==> src/rtl/id_ex_stage.sv <==
// Decode-to-execute pipeline register: holds the decoded operand bundle for operand select/ALU.
// Optional skid buffer (ID_EX_SKID_EN) gives a fully registered id_ready; default is single-entry.
module id_ex_stage #(
    parameter int XLEN = 64,
    parameter int PC_W = 64
) (
    input  logic            clk,
    input  logic            rst,
    input  logic            flush,
    input  logic            id_valid,
    output logic            id_ready,
    input  logic [XLEN-1:0] id_reg_data0,
    input  logic [XLEN-1:0] id_reg_data1,
    input  logic            id_op0_sel,
    input  logic            id_op1_sel,
    input  logic [PC_W-1:0] id_pc,
    input  logic [XLEN-1:0] id_sext_imm,
    input  logic            id_is_cinstr,
    input  logic [XLEN-1:0] id_cimm,
    output logic            ex_valid,
    input  logic            ex_ready,
    output logic [XLEN-1:0] ex_reg_data0,
    output logic [XLEN-1:0] ex_reg_data1,
    output logic            ex_op0_sel,
    output logic            ex_op1_sel,
    output logic [PC_W-1:0] ex_pc,
    output logic [XLEN-1:0] ex_sext_imm,
    output logic            ex_is_cinstr,
    output logic [XLEN-1:0] ex_cimm,
    output logic [15:0]     stall_cnt
);

    typedef struct packed {
        logic [XLEN-1:0] reg_data0;
        logic [XLEN-1:0] reg_data1;
        logic            op0_sel;
        logic            op1_sel;
        logic [PC_W-1:0] pc;
        logic [XLEN-1:0] sext_imm;
        logic            is_cinstr;
        logic [XLEN-1:0] cimm;
    } bundle_t;

    localparam logic [1:0] ST_EMPTY = 2'd0;
    localparam logic [1:0] ST_FULL  = 2'd1;

    logic [1:0]  state_q, state_d;
    bundle_t     main_q, main_d;
    bundle_t     id_bundle;
    logic        in_xfer, out_xfer;
    logic [15:0] stall_cnt_q, stall_cnt_d;

    assign id_bundle = '{
        reg_data0: id_reg_data0,
        reg_data1: id_reg_data1,
        op0_sel:   id_op0_sel,
        op1_sel:   id_op1_sel,
        pc:        id_pc,
        sext_imm:  id_sext_imm,
        is_cinstr: id_is_cinstr,
        cimm:      id_cimm
    };

    assign ex_valid = (state_q != ST_EMPTY);
    assign in_xfer  = id_valid && id_ready;
    assign out_xfer = ex_valid && ex_ready;

`ifdef ID_EX_SKID_EN
    localparam logic [1:0] ST_SKID = 2'd2;

    bundle_t skid_q, skid_d;
    logic    id_ready_q;

    // Registered ready; only reset gates it so the first post-reset cycle can accept.
    assign id_ready = id_ready_q && !rst;

    always_comb begin
        state_d = state_q;
        main_d  = main_q;
        skid_d  = skid_q;
        case (state_q)
            ST_EMPTY: begin
                if (in_xfer) begin
                    state_d = ST_FULL;
                    main_d  = id_bundle;
                end
            end
            ST_FULL: begin
                if (in_xfer && out_xfer) begin
                    main_d = id_bundle;
                end else if (in_xfer) begin
                    state_d = ST_SKID;
                    skid_d  = id_bundle;
                end else if (out_xfer) begin
                    state_d = ST_EMPTY;
                end
            end
            ST_SKID: begin
                if (out_xfer) begin
                    state_d = ST_FULL;
                    main_d  = skid_q;
                end
            end
            default: state_d = ST_EMPTY;
        endcase
        if (flush) begin
            state_d = ST_EMPTY;
            main_d  = main_q;
            skid_d  = skid_q;
        end
    end

    always_ff @(posedge clk) begin
        if (rst) begin
            state_q    <= ST_EMPTY;
            main_q     <= '0;
            skid_q     <= '0;
            id_ready_q <= 1'b1;
        end else begin
            state_q    <= state_d;
            main_q     <= main_d;
            skid_q     <= skid_d;
            id_ready_q <= (state_d != ST_SKID);
        end
    end
`else
    // Combinational ready lets a full stage refill in the cycle execute drains it.
    assign id_ready = !rst && (!ex_valid || ex_ready);

    always_comb begin
        state_d = state_q;
        main_d  = main_q;
        if (flush) begin
            state_d = ST_EMPTY;
        end else if (in_xfer) begin
            state_d = ST_FULL;
            main_d  = id_bundle;
        end else if (out_xfer) begin
            state_d = ST_EMPTY;
        end
    end

    always_ff @(posedge clk) begin
        if (rst) begin
            state_q <= ST_EMPTY;
            main_q  <= '0;
        end else begin
            state_q <= state_d;
            main_q  <= main_d;
        end
    end
`endif

    always_comb begin
        stall_cnt_d = stall_cnt_q;
        if (ex_valid && !ex_ready && (stall_cnt_q != 16'hFFFF)) begin
            stall_cnt_d = stall_cnt_q + 16'd1;
        end
    end

    always_ff @(posedge clk) begin
        if (rst) begin
            stall_cnt_q <= '0;
        end else begin
            stall_cnt_q <= stall_cnt_d;
        end
    end

    assign stall_cnt    = stall_cnt_q;
    assign ex_reg_data0 = main_q.reg_data0;
    assign ex_reg_data1 = main_q.reg_data1;
    assign ex_op0_sel   = main_q.op0_sel;
    assign ex_op1_sel   = main_q.op1_sel;
    assign ex_pc        = main_q.pc;
    assign ex_sext_imm  = main_q.sext_imm;
    assign ex_is_cinstr = main_q.is_cinstr;
    assign ex_cimm      = main_q.cimm;

endmodule

==> config.mk <==
export PLATFORM = sky130hd
export DESIGN_NAME = id_ex_stage
export DESIGN_NICKNAME = d
export VERILOG_FILES = /design/src/rtl/id_ex_stage.sv
export SDC_FILE = /design/constraint.sdc
export NUM_CORES = 1
export LEC_CHECK = 0
export BUFFER_PORTS_ARGS = -buffer_cell sky130_fd_sc_hd__buf_4
export CELL_PAD_IN_SITES_DETAIL_PLACEMENT = 2
export CELL_PAD_IN_SITES_GLOBAL_PLACEMENT = 2
export CORE_AREA = 2 2 260 262
export DETAILED_ROUTE_END_ITERATION = 10
export DIE_AREA = 0 0 262 264
export PLACE_DENSITY = 0.68
export SYNTH_ARGS = -nofsm -noshare
export SYNTH_HDL_FRONTEND = slang
export SYNTH_SLANG_ARGS = --single-unit
==> constraint.sdc <==
create_clock -name clk -period 1.9 [get_ports clk]
set_input_delay 0.285 -clock clk [delete_from_list [all_inputs] [get_ports clk]]
set_output_delay 0.285 -clock clk [all_outputs]
set_load 0.01 [all_outputs]
==> flow_summary.ini <==
[yosys]
yosysMostFrequentCell = nand2_1
synthCells = 1511
synth_area_mm2 = 0.0120
synth_area_leader_cell = dfxtp_1
syn-num-nets = 1840
synth_edf_count = 0
synth_cell_types = 35
ys_ff_latch = 340
avgSynthCellArea_um2 = 7.92
yosys_most_used_dff = dfxtp_1
ys_top_cells_by_area = dfxtp_1, nand2_1, a21oi_1
synth_common_cells = nand2_1, dfxtp_1, a21oi_1
yosysTopAreaCellShare_pct = 56.9
ys_warn_count = 0
seq_area_frac_synth_pct = 56.9
synthArstFlopShare_pct = 0

[global_routing]
antenna_found_initial = 6
overflow = 0
grtUsageTotal_pct = 18.5
grt_max_degree = 149
grt_pass1_wl_um = 100000
grt_pass1_vias = 16900

[die]
die_w_um = 262
ios = 669
rows = 95
dieArea_mm2 = 0.0692
fp.dieH_um = 264
core_mm2 = 0.0666
start_util_pct = 18.0

[placement]
place_ws_ps = 31.9
dpl.hpwl_um = 42600
io_buffer_count = 668
placed_area_mm2 = 0.0182
gp_congestion = 0.790

[sta]
slew_headroom_pct = 46.5
min_period_over_period_pct = 94.0
rsz0062_at_grt = no
drv_slew = 0
min_period_ps = 1790
setup_tns_ps = 0
max_freq_mhz = 560
tightest_slew_ps = 802
skew_ps = 11.6
hold_viol_final = 0
setup_viol = 0
fin_ws_ps = 113

[power_and_ir_drop]
p_per_area_mw_per_mm2 = 800
ir_drop_v = 0.000511
leakage_nw = 9.54

[clock_network]
cts_tree = built
cts_root_buffer = clkbuf_16
clock_path_buffers = 3
clkSinkCount = 340
cts_max_level = 2
cts_buffers = 42
cts.clk_slew.worst_paths_ps = 60
clock_latency_ps = 550

[route]
firstDrtPassIters = 4
wl_per_cell_um = 19.9
drt_iter0_markers = 477
ant_nets = 0
routed_via_density = 4.34
wl_um = 67400
drc = 0
vias = 14700

[worst_hold_path]
hold_path_class = input pin to flip-flop

[setup_path]
cp-start-kind = flip-flop
end_kind = output port
cp_max_fo = 7
cp.arrival_ps = 1500
critical_path_class = flip-flop to output port
required_ps = 1620

[final_layout]
fin_area_mm2 = 0.0228
area_delta_synth_final_pct = 90.4
drive_above_1_share_pct = 31.5
nets = 2806

[flow_run]
cap_violations = 0

[run_status]
run_status = completed
==> per-stage QoR <==
| stage | total power, W | instances | hold WS, ps | utilization, % |
|---|---|---|---|---|
| detailed placement | 0.00946 | 2990 | 452 | 27.3 |
| global placement | 0.00939 | 2990 | 442 | 27.3 |
| CTS | 0.0184 | 3381 | 1.94 | 34.2 |
| global route | 0.0190 | 3387 | 16.4 | 34.2 |
| floorplan | 0.00824 | 1511 | 409 | - |
| finish | 0.0182 | 3388 | 24.9 | 34.2 |
==> area by class of cell <==
type | count | area [um^2]
antenna | 7 | 17.5
multi-input combinational | 1057 | 4650
tap | 873 | 1090
timing repair buffer | 1033 | 8800
sequential | 340 | 6810
inverter | 3 | 11.3
fill | 7453 | 43800
clock inverter | 7 | 114
clock buffer | 68 | 1290
==> final timing paths <==
check                   start               end  slack (ps)  depth (start not counted)
max                state_q[0]          id_ready         110                          4
min               id_cimm[49]       ex_cimm[49]          20                          3
max reg2reg        state_q[0]        ex_cimm[1]         190                          6
min reg2reg  ex_reg_data0[61]  ex_reg_data0[61]         450                          2
==> worst max-delay path, stage by stage (launching register included) <==
cell and delay [ps]:
dfxtp_1 370, nor2b_2 200, buf_4 180, nor2_1 50, buf_4 150
==> sequential cells by signal (all words and copies together) (netlist names) <==
register      flops
ex_is_cinstr      1
ex_op1_sel        1
ex_op0_sel        1
ex_reg_data1     64
stall_cnt        16
ex_sext_imm      64
state_q           1
ex_reg_data0     64
ex_pc            64
ex_cimm          64
==> placed cells by master, fill, tap and decap left out, types with 2 or more instances in the layout <==
cell type      Yosys  final
nor4_1             4      4
clkbuf_8           0     12
clkinv_2           0      3
nor2_1             4      4
clkbuf_1          57     13
nand2_1          649    649
dfxtp_1          340    340
or3_1              4      4
nand3_2            2      2
mux2_1             2      2
buf_12             0     20
o21ai_0            4      4
o21ai_1            2      2
inv_1              3      3
o31ai_1            7      7
buf_4             13    696
clkbuf_16          0     43
o21a_1             2      2
dlygate4sd3_1      0    316
nand3_1            8      7
or4_1              7      7
and3_1             4      3
nand4_1            6      6
diode_2            0      7
bufinv_16          0      3
nor2b_1            3      2
a21oi_1          336    336
==> repair_timing <==
item,4_1_cts,5_1_grt
setup buffers,0,0
resized for setup,1,0
setup endpoints to repair,1,0
endpoints found under the hold margin,316,0
hold buffers,316,0
==> cell families after synthesis <==
family	share of synthesized area, %
simple gates	23.5
fa+ha+maj	0.105
compound gates	14.9
flops	56.9
buf+inv	4.40
mux	0.188
==> layer usage <==
metal	GRT usage (%)	vias to the layer above	wire [um]
li1	-	6865	-
met1	18.4	7158	24200
met2	35.0	511	35400
met3	5.19	158	4600
met4	8.92	0	3220
met5	0	-	0
==> report_power, final <==
| part | internal, W | switching, W | total [W] | leakage, nW |
|---|---|---|---|---|
| Combinational | 0.00136 | 0.00107 | 0.00243 | 6.09 |
| Clock | 0.00503 | 0.00328 | 0.00831 | 0.690 |
| Sequential | 0.00736 | 0.000141 | 0.00750 | 2.76 |
Note: power is estimated with default switching activity, not from simulation.
